**src/rtl/memory_unit_param.sv**
```systemverilog
`timescale 1ns/1ps
// memory_unit_param: DEPTH x DATA_W word store behind one command port.
// An FSM sequences read, write and bulk-clear commands and publishes its
// state on the state output.
//
// Handshake: a command is taken on a rising edge where req_valid and
// req_ready are both high. req_ready is high only in IDLE and outside reset.
// The master must hold req_cmd/req_addr/req_wdata stable while req_valid is
// high. Inputs are ignored at all other times. done pulses once per accepted
// command. rsp_valid pulses once per read completion.
module memory_unit_param #(
   parameter int DATA_W = 8,
   parameter int ADDR_W = 3,
   parameter int DEPTH  = 2 ** ADDR_W
) (
   input  logic              clk,
   input  logic              rst,
   input  logic              req_valid,
   input  logic [1:0]        req_cmd,
   input  logic [ADDR_W-1:0] req_addr,
   input  logic [DATA_W-1:0] req_wdata,
   output logic              req_ready,
   output logic              rsp_valid,
   output logic [DATA_W-1:0] rsp_data,
   output logic              done,
   output logic              err,
   output logic [1:0]        state
);

   typedef enum logic [1:0] {
      ST_IDLE  = 2'b00,
      ST_WRITE = 2'b01,
      ST_READ  = 2'b10,
      ST_CLEAR = 2'b11
   } state_t;

   localparam logic [1:0] CMD_READ  = 2'b00;
   localparam logic [1:0] CMD_WRITE = 2'b01;
   localparam logic [1:0] CMD_CLEAR = 2'b10;

   // DEPTH can equal 2**ADDR_W, so the range compare needs one extra bit.
   localparam logic [ADDR_W:0]   DEPTH_W  = (ADDR_W + 1)'(DEPTH);
   localparam logic [ADDR_W-1:0] CNT_LAST = ADDR_W'(DEPTH - 1);

   state_t              state_q;
   logic [ADDR_W-1:0]   addr_q;
   logic [DATA_W-1:0]   wdata_q;
   logic [ADDR_W-1:0]   cnt_q;
   logic                rsp_valid_q;
   logic [DATA_W-1:0]   rsp_data_q;
   logic                done_q;
   logic                err_q;
   logic                nop_q;

   logic [DATA_W-1:0]   mem_q [DEPTH];

   logic                accept;
   logic                addr_ok;
   logic [DATA_W-1:0]   rd_word;
   logic                mem_we_d;
   logic [ADDR_W-1:0]   mem_waddr_d;
   logic [DATA_W-1:0]   mem_wdata_d;

   assign req_ready = (state_q == ST_IDLE) && !rst;
   assign accept    = req_valid && req_ready;
   assign addr_ok   = ({1'b0, addr_q} < DEPTH_W);

   // Out-of-range reads return zero rather than touching the array.
   assign rd_word   = addr_ok ? mem_q[addr_q] : '0;

   assign rsp_valid = rsp_valid_q;
   assign rsp_data  = rsp_data_q;
   assign done      = done_q;
   assign err       = err_q;
   assign state     = state_q;

   // Select the single memory write performed on the next edge, if any.
   always_comb begin
      mem_we_d    = 1'b0;
      mem_waddr_d = addr_q;
      mem_wdata_d = wdata_q;
      if (state_q == ST_WRITE && addr_ok) begin
         mem_we_d = 1'b1;
      end else if (state_q == ST_CLEAR) begin
         mem_we_d    = 1'b1;
         mem_waddr_d = cnt_q;
         mem_wdata_d = '0;
      end
   end

   // Storage array; not reset, but reset blocks any pending write or clear.
   always_ff @(posedge clk) begin
      if (!rst && mem_we_d) begin
         mem_q[mem_waddr_d] <= mem_wdata_d;
      end
   end

   // Command FSM with registered response pulses.
   always_ff @(posedge clk) begin
      if (rst) begin
         state_q     <= ST_IDLE;
         addr_q      <= '0;
         wdata_q     <= '0;
         cnt_q       <= '0;
         rsp_valid_q <= 1'b0;
         rsp_data_q  <= '0;
         done_q      <= 1'b0;
         err_q       <= 1'b0;
         nop_q       <= 1'b0;
      end else begin
         // A NOP accepted last edge completes on this edge.
         rsp_valid_q <= 1'b0;
         done_q      <= nop_q;
         err_q       <= 1'b0;
         nop_q       <= 1'b0;
         case (state_q)
            ST_IDLE: begin
               if (accept) begin
                  addr_q  <= req_addr;
                  wdata_q <= req_wdata;
                  case (req_cmd)
                     CMD_READ:  state_q <= ST_READ;
                     CMD_WRITE: state_q <= ST_WRITE;
                     CMD_CLEAR: begin
                        state_q <= ST_CLEAR;
                        cnt_q   <= '0;
                     end
                     default:   nop_q <= 1'b1;
                  endcase
               end
            end
            ST_WRITE: begin
               done_q  <= 1'b1;
               err_q   <= !addr_ok;
               state_q <= ST_IDLE;
            end
            ST_READ: begin
               rsp_data_q  <= rd_word;
               rsp_valid_q <= 1'b1;
               done_q      <= 1'b1;
               err_q       <= !addr_ok;
               state_q     <= ST_IDLE;
            end
            ST_CLEAR: begin
               if (cnt_q == CNT_LAST) begin
                  cnt_q   <= '0;
                  done_q  <= 1'b1;
                  state_q <= ST_IDLE;
               end else begin
                  cnt_q <= cnt_q + 1'b1;
               end
            end
            default: state_q <= ST_IDLE;
         endcase
      end
   end

endmodule
```
**config.mk**
```make
export PLATFORM = sky130hd
export DESIGN_NAME = memory_unit_param
export DESIGN_NICKNAME = d
export VERILOG_FILES = /design/src/rtl/memory_unit_param.sv
export SDC_FILE = /design/constraint.sdc
export NUM_CORES = 1
export LEC_CHECK = 0
export BUFFER_PORTS_ARGS = -buffer_cell sky130_fd_sc_hd__buf_2
export CELL_PAD_IN_SITES_DETAIL_PLACEMENT = 0
export CELL_PAD_IN_SITES_GLOBAL_PLACEMENT = 2
export CORE_MARGIN = 1.5
export CORE_UTILIZATION = 35
export CTS_CLUSTER_DIAMETER = 120
export DETAILED_ROUTE_END_ITERATION = 10
export HOLD_SLACK_MARGIN = 0.06
export MAX_ROUTING_LAYER = met4
export PLACE_DENSITY = 0.77
export SLEW_MARGIN = 30
export SYNTH_ARGS = -nofsm -noshare
export SYNTH_HDL_FRONTEND = slang
export SYNTH_SLANG_ARGS = --single-unit
```
**constraint.sdc**
```tcl
create_clock -name clk -period 6.4 [get_ports clk]
set_input_delay 1.28 -clock clk [delete_from_list [all_inputs] [get_ports clk]]
set_output_delay 1.28 -clock clk [all_outputs]
set_load 0.1 [all_outputs]
```
==> results of run 1 <==
[worst max-delay path, stage by stage]
cell     delay, ns
buf_2         0.27
nor2b_1       0.17
buf_2         0.44
[cell usage after synthesis, drive strengths merged, types with 2 or more instances]
library cell	instances	area, sq um
a211oi	8	65.1
a21oi	6	30.0
a221o	7	70.1
and2	9	56.3
and3	2	12.5
and3b	2	17.5
buf	6	73.8
clkbuf	8	31.3
dfxtp	27	541
edfxtp	64	1920
ha	12	150
inv	5	18.8
mux2	16	180
mux2i	18	180
nand2	28	105
nand2b	6	37.5
nand3b	14	105
nor2	13	48.8
nor2b	6	37.5
nor3	3	15.0
nor3b	3	22.5
o22ai	7	43.8
[cell type report]
class / instances / share of cell area
repair buffers: 31 / 0.0378
multi-input cells: 173 / 0.298
inverters: 5 / 0.00436
clock buffers: 10 / 0.0296
clock inverters: 6 / 0.0177
well taps: 140 / 0.0407
flip-flops and latches: 91 / 0.572
[power groups by stage]
stage               logic (mW)  clock network [mW]  registers (mW)
detailed placement       0.263                   0           0.689
floorplan                0.137                   0           0.768
global placement         0.261                   0           0.688
global route             0.281               0.425           0.678
CTS                      0.264               0.409           0.675
finish                   0.260               0.395           0.675
[cells by family after synthesis]
| group | after synthesis |
|---|---|
| AO/OA/AOI/OAI | 35 |
| adder cells (fa/ha/maj) | 12 |
| flip-flops | 91 |
| multiplexers | 34 |
| other | 1 |
| buffers and inverters | 19 |
| AND/OR/NAND/NOR | 91 |
[layout by cell type (no fill, tap or decap), types with 3 or more instances in the layout]
| master | instances |
|---|---|
| edfxtp_1 | 64 |
| nand2_1 | 28 |
| buf_2 | 28 |
| dfxtp_1 | 27 |
| mux2i_1 | 18 |
| mux2_2 | 16 |
| nand3b_1 | 14 |
| nor2_1 | 13 |
| ha_1 | 12 |
| and2_1 | 9 |
| clkbuf_8 | 9 |
| o22ai_1 | 7 |
| a221o_1 | 7 |
| a211oi_1 | 7 |
| nand2b_1 | 6 |
| nor2b_1 | 6 |
| a21oi_1 | 6 |
| inv_1 | 5 |
| buf_4 | 3 |
[path summary, 6_finish.rpt]
check	start	end	slack (ns)	cells after the start
worst min-delay path	wdata_q[6]	wdata_q[6]	0.47	2
worst max register to register	state[1]	mem_q[0][5]	3.72	6
worst min register to register	wdata_q[6]	wdata_q[6]	0.47	2
worst max-delay path	rst	req_ready	2.96	3
[sequential cells by signal, summed over array words and instances, names as in the netlist]
register and flops:
mem_q 64, wdata_q 8, rsp_data 8, state 2, rsp_valid 1, addr_q 3, nop_q 1, done 1
cnt_q 3
[layer usage]
| metal | routed length (um) | global-route usage | part of all wire |
|---|---|---|---|
| met1 | 3140 | 0.151 | 0.44 |
| met2 | 3720 | 0.233 | 0.52 |
| met3 | 184 | 0.0362 | 0.026 |
| met4 | 70 | 0.0367 | 0.0098 |
| met5 | 0 | - | 0 |
[through the flow]
stage | setup slack, ns | cell area, sq um | util
finish | 2.96 | 4310 | 0.399
global route | 2.90 | 4310 | 0.399
CTS | 2.94 | 4310 | 0.399
detailed placement | 2.94 | 4100 | 0.380
global placement | 2.96 | 4090 | 0.379
floorplan | 2.34 | 3860 | -
==> flow_summary_export.csv, run 1 <==
group,metric,value,unit
timing,fin_skew,0.0143,ns
clock_network,clk_latency,0.35,ns
logic_synthesis,synth_edf_count,64,
logic_synthesis,synth_ff_type,"edfxtp_1",
logic_synthesis,syn_inst,283,
clock_network,post_cts_buffers,0,
global_route,grt_max_degree,36,
logic_synthesis,postSynthAreaPerCell,13.6,sq um
clock_network,post_cts_resized,0,
floorplan,io_pins,30,
logic_synthesis,ys_ff_latch,91,
layout,fillers,1019,
logic_synthesis,syn_area,3860,sq um
logic_synthesis,synth_nets,311,
pwr,leakage,1.57,nW
place,routabilityCongestion,0.722,
timing,hold_viol,0,
floorplan,fp-row-count,38,
clock_network,clockRootBuffer,"clkbuf_8",
logic_synthesis,synthMuxAreaShare,0.0934,
place,io_buffers,28,
drt,drtAntennaViolNets,0,
global_route,grt_overflow,0,
drt,vias_per_cell,4.89,
global_route,first_global_vias,2162,
setup_path,endpoint_kind,"primary output",
layout,final_cell_count_no_fill,456,
pwr,combPwrFrac,0.195,
drt,wl_per_cell,15.6,um
layout,nets,339,
drt,drt_iter0_drc,102,
clock_network,cts_inserted_buffers,9,
timing,maxSlewViolCount,0,
layout,drive_above_1_share,0.209,
layout,multi_input_area,1280,sq um
timing,worst_pin_slew,0.770,ns
clock_network,cts.sinks,91,
logic_synthesis,synth_top_family_by_area,"simple AND/OR/NAND/NOR gates",
pwr,power.total,1.33,mW
place,dpl.hpwl,4.97,mm
timing,rsz0062_at_grt,"no",
pwr,switchingPower,0.413,mW
flow_run,drv_cap,0,
pwr,sequentialPowerShare,0.507,
pwr,p_per_area,309,nW/um^2
logic_synthesis,ys_seq_area_frac,0.638,
drt,firstDrtPassIters,4,
layout,area_delta_synth_final,11.6,%
setup_path,arrival,2.16,ns
floorplan,die_x,108,um
global_route,antenna_found_initial,0,
timing,holdWs,0.473,ns
pwr,switching_share,0.310,
timing,period_share,0.538,
clock_network,htree_num_levels,3,
logic_synthesis,synthSimpleGateAreaFrac,0.129,
timing,fmax,290,MHz
timing,setup_tns,0,ns
setup_path,start_kind,"input pin",
pwr,ir_drop,123,uV
place,dp_cells,440,
pwr,p_clk_frac,0.297,
hold_path,hold_class,"flop to flop",
timing,min_period,3.44,ns
run_status,status,"finished clean",
clock_network,hold_buffers,0,
setup_path,crit_type,"input pin to primary output",
logic_synthesis,synth_compound_area_frac,0.0674,
timing,setup_viol,0,
drt,drcViolationCount,0,
pwr,cell_internal_pwr,0.917,mW
global_route,grt_usage,0.134,
clock_network,clockBufferDepth,2,
floorplan,core_area,10800,sq um
global_route,grt_pass1_wl,11.1,mm
clock_network,tritoncts,"built",
floorplan,dieHeight,108,um
timing,relSlewSlack,0.484,
drt,drt-total-wl,7.11,mm
layout,regArea,2460,sq um
drt,vias,2231,
logic_synthesis,synthXorXnorAreaFrac,0,
logic_synthesis,ys_async_sr_fraction,0,
floorplan,dieArea,11700,sq um
setup_path,cp_max_fo,31,
logic_synthesis,yosys_warnings,0,
floorplan,start_util,0.358,
layout,antenna_cells,0,
clock_network,path_clk_slew,0.09,ns
logic_synthesis,synthAdderAreaFrac,0.0389,
logic_synthesis,synth_cell_types,40,
setup_path,required,5.12,ns
No activity file was read; power rests on OpenSTA's default activity.
==> inputs of run 2 (changes only) <==
Clock period 6.4 ns to 3.29 ns, I/O delays scaled along.
==> run 2 against run 1 <==
Largest cell class unchanged; cell count increased by 0.66%; sequential share of layout area shrank 0.087 points; via count shrank 0.94%; worst hold slack got worse by 0.0025 ns; register-to-register slack lost 2.9 ns; critical path depth rose by 2; first-iteration DRC count fell by 16%; clock skew shrank 0.0024 ns; global-route usage rose by 0.73 points; cell area is 0.20% higher; flip-flop and latch count unchanged; largest power group unchanged; utilization is 0.081 points higher.
==> flow_summary_export.csv, run 2 (synthesis results as in run 1) <==
group,metric,value,unit
setup_path,crit_type,"flop to flop",
clock_network,clockBufferDepth,2,
layout,nets,342,
layout,final_util,0.400,
global_route,grt_usage,0.141,
clock_network,cts_inserted_buffers,9,
timing,rsz0062_at_grt,"no",
global_route,grt_pass1_wl,11.6,mm
layout,largest_register,"mem_q",
drt,firstDrtPassIters,4,
clock_network,tritoncts,"built",
layout,final_common_cell,"edfxtp_1",
timing,relSlewSlack,0.528,
setup_path,required,3.29,ns
global_route,grt_max_degree,32,
floorplan,core_area,10800,sq um
layout,drive_above_1_share,0.213,
clock_network,cts.sinks,91,
pwr,power.total,2.58,mW
floorplan,start_util,0.358,
floorplan,io_pins,30,
drt,vias_per_cell,4.81,
pwr,leakage,1.58,nW
clock_network,clockRootBuffer,"clkbuf_8",
drt,drt_iter0_drc,86,
place,place_area,4120,sq um
clock_network,clk_latency,0.36,ns
timing,worst_pin_slew,0.708,ns
layout,fillers,1029,
clock_network,post_cts_buffers,0,
pwr,ir_drop,285,uV
flow_run,drv_cap,0,
run_status,status,"finished clean",
timing,hold_viol,0,
timing,maxSlewViolCount,0,
layout,antenna_cells,0,
clock_network,post_cts_resized,0,
global_route,first_global_vias,2210,
clock_network,path_clk_slew,0.09,ns
setup_path,cp_max_fo,9,
drt,wl_per_cell,16.2,um
global_route,antenna_found_initial,0,
layout,largest_reg_flops,64,
clock_network,hold_buffers,0,
pwr,p_per_area,598,nW/um^2
setup_path,arrival,2.49,ns
place,routabilityCongestion,0.758,
place,dp_slack,0.833,ns
layout,final_cell_mix,"64 x edfxtp_1, 28 x nand2_1, 28 x buf_2",
timing,fin_skew,0.0120,ns
layout,area_delta_synth_final,11.8,%
place,io_buffers,28,
hold_path,hold_class,"input pin to flop",
setup_path,r2r_setup_slack,0.80,ns
floorplan,die_x,108,um
global_route,grt_overflow,0,
layout,design_area,4320,sq um
timing,fmax,401,MHz
timing,period_share,0.758,
timing,setup_viol,0,
drt,drcViolationCount,0,
timing,min_period,2.49,ns
clock_network,htree_num_levels,3,
timing,setup_slack,0.797,ns
setup_path,start_kind,"flop",
drt,drt-total-wl,7.42,mm
setup_path,endpoint_kind,"flop",
floorplan,dieArea,11700,sq um
floorplan,dieHeight,108,um
floorplan,fp-row-count,38,
timing,setup_tns,0,ns
drt,vias,2210,
place,dpl.hpwl,5.17,mm
drt,drtAntennaViolNets,0,
==> run 2: cell types whose count changed in the layout (fill, tap and decap cells not counted), sizes merged <==
cell / change
inv: +1
clkinv: -2
clkinvlp: +1
buf: +3
==> run 2: area by class of cell <==
cell class	count	area, sq um	share of cell area
flip-flops and latches	91	2460	0.571
repair buffers	34	185	0.0429
clock inverters	6	71.3	0.0165
well taps	140	175	0.0406
inverters	5	18.8	0.00435
multi-input cells	173	1270	0.295
clock buffers	10	128	0.0296
==> run 2: power breakdown <==
part	leakage, nW	switching [mW]	total, mW	internal [mW]
sequential	0.808	0.0350	1.32	1.29
combinational	0.675	0.364	0.502	0.138
clock	0.0935	0.399	0.757	0.358
==> run 2: critical path, stage by stage, from the launching register on <==
cell and delay [ns]:
dfxtp_1 0.43, ha_1 0.35, nand2b_1 0.24, mux2i_1 0.49, nand2_1 0.11, nor2_1 0.51
==> run 2: worst paths after layout <==
kind,from,endpoint,cells past startpoint
setup / recovery,state[0],mem_q[0][7],5
hold / removal,req_addr[0],addr_q[0],3
setup reg to reg,state[0],mem_q[0][7],5
hold reg to reg,wdata_q[7],wdata_q[7],2
==> run 2: per-layer routing <==
metal,routed length (um),global-route usage,vias to the layer above
li1,-,-,1106
met1,3430,0.167,1064
met2,3670,0.230,24
met3,177,0.0362,16
met4,140,0.0573,0
met5,0,-,-
==> run 2: per-stage QoR <==
step / cells / hold WS [ns]
3_5_place_dp: 443 / 0.461
3_3_place_gp: 443 / 0.464
6_report: 459 / 0.471
4_1_cts: 459 / 0.450
2_1_floorplan: 283 / 0.445
5_1_grt: 459 / 0.452
==> inputs of run 3 (changes only) <==
Settings changed: PLACE_DENSITY 0.77 to 0.8.
Clock period 3.29 ns to 2.2 ns, I/O delays scaled along.
==> run 3 against run 2 <==
Routed wire length decreased by 1.5%; global-route usage increased by 0.068 points; maximum frequency increased by 21%; sequential share of layout area decreased by 1.7 points; largest power group unchanged; worst hold slack got worse by 0.22 ns; sequential power increased by 49%.
==> flow_summary_export.csv, run 3 (synthesis results as in run 1) <==
group,metric,value,unit
clock_network,tritoncts,"built",
global_route,grt_overflow,0,
timing,relSlewSlack,0.629,
place,dpl.hpwl,5.26,mm
pwr,switchingPower,1.24,mW
pwr,ir_drop,373,uV
clock_network,path_clk_slew,0.09,ns
floorplan,dieArea,11700,sq um
layout,final_cell_mix,"64 x edfxtp_1, 28 x nand2_1, 27 x buf_2",
layout,drive_above_1_share,0.269,
hold_path,hold_class,"input pin to flop",
pwr,combPwrFrac,0.208,
timing,min_period,2.06,ns
layout,largest_reg_flops,64,
clock_network,post_cts_buffers,0,
run_status,status,"finished clean",
floorplan,io_pins,30,
pwr,power.total,3.83,mW
clock_network,clockRootBuffer,"clkbuf_8",
timing,setup_viol,0,
clock_network,cts_inserted_buffers,9,
layout,antenna_cells,0,
clock_network,clk_latency,0.37,ns
clock_network,cts.sinks,91,
pwr,sequentialPowerShare,0.515,
drt,firstDrtPassIters,4,
setup_path,arrival,2.09,ns
pwr,p_per_area,859,nW/um^2
timing,rsz0062_at_grt,"no",
floorplan,die_x,108,um
drt,drt-total-wl,7.31,mm
timing,setup_tns,0,ns
floorplan,start_util,0.358,
timing,period_share,0.936,
timing,fin_skew,0.0116,ns
drt,vias_per_cell,4.90,
place,dp_cells,447,
global_route,grt_max_degree,34,
layout,final_cell_count_no_fill,463,
layout,nets,346,
floorplan,fp-row-count,38,
drt,drt_iter0_drc,152,
drt,wl_per_cell,15.8,um
pwr,switching_share,0.324,
clock_network,htree_num_levels,3,
layout,fillers,996,
clock_network,clockBufferDepth,2,
global_route,first_global_vias,2319,
drt,drtAntennaViolNets,0,
global_route,grt_pass1_wl,11.9,mm
pwr,p_clk_frac,0.277,
place,routabilityCongestion,0.762,
timing,hold_viol,0,
timing,holdWs,0.254,ns
timing,maxSlewViolCount,0,
floorplan,dieHeight,108,um
floorplan,core_area,10800,sq um
setup_path,required,2.23,ns
pwr,leakage,1.62,nW
layout,area_delta_synth_final,15.6,%
timing,worst_pin_slew,0.555,ns
timing,fmax,486,MHz
pwr,cell_internal_pwr,2.59,mW
drt,drcViolationCount,0,
place,io_buffers,28,
global_route,grt_usage,0.142,
setup_path,start_kind,"flop",
global_route,antenna_found_initial,0,
layout,largest_register,"mem_q",
layout,final_common_cell,"edfxtp_1",
setup_path,cp_max_fo,8,
setup_path,crit_type,"flop to flop",
flow_run,drv_cap,0,
setup_path,endpoint_kind,"flop",
drt,vias,2271,
run 3: cell count changes in the layout (fill, tap and decap cells not counted), moves of 2 or more:
cell     before  now
nor3b_4       0    2
ha_1         12   10
mux2i_1      18   16
nor3b_1       3    0
dfxtp_4       0    2
buf_12        0    2
buf_4         6    9
run 3: area by class of cell:
class | count | area, sq um | share of cell area
sequential | 91 | 2470 | 0.553
inverter | 5 | 21.3 | 0.00477
multi-input combinational | 173 | 1370 | 0.307
timing repair buffer | 38 | 243 | 0.0544
clock inverter | 7 | 58.8 | 0.0132
tap | 140 | 175 | 0.0392
clock buffer | 9 | 124 | 0.0278
run 3: worst max-delay path: stages, from the launching register on:
cell and delay (ns):
dfxtp_4 0.38, ha_1 0.25, nand2b_1 0.17, mux2i_4 0.42, and3b_1 0.49
run 3: through the flow:
step | setup WS, ns | utilization | instance area (sq um)
finish | 0.141 | 0.414 | 4460
global route | 0.00297 | 0.414 | 4460
CTS | 0.0624 | 0.413 | 4460
detailed placement | 0.0784 | 0.396 | 4270
global placement | 0.182 | 0.396 | 4270
floorplan | -0.0189 | - | 3960
run 3: power by group through the flow:
stage                     Sequential [mW]  Clock [mW]  Combinational, mW
final                                1.97        1.06              0.798
after detailed placement             2.01           0              0.804
after CTS                            1.98        1.10              0.807
after global placement               2.01           0              0.800
after floorplan                      2.24           0              0.424
after global routing                 1.98        1.16              0.863
run 3: path summary, 6_finish.rpt:
kind,startpoint,to,slack (ns),cells past startpoint
worst min register to register,wdata_q[1],wdata_q[1],0.47,2
worst max register to register,state[0],mem_q[5][4],0.14,4
worst max-delay path,state[0],mem_q[5][4],0.14,4
worst min-delay path,req_wdata[5],wdata_q[5],0.25,3
run 3: timing repair:
item | in CTS | in global routing
hold buffers | 0 | 0
pin swaps | 0 | 0
endpoints found under the setup margin | 1 | 8
gates resized for setup | 1 | 1
run 3: per-layer routing:
layer  up-vias  global-route usage  part of all wire
met5         -                   -                 0
met4         0              0.0498             0.021
met3        16              0.0476             0.029
met2        36               0.230              0.51
met1      1101               0.165              0.44
li1       1118                   -                 -
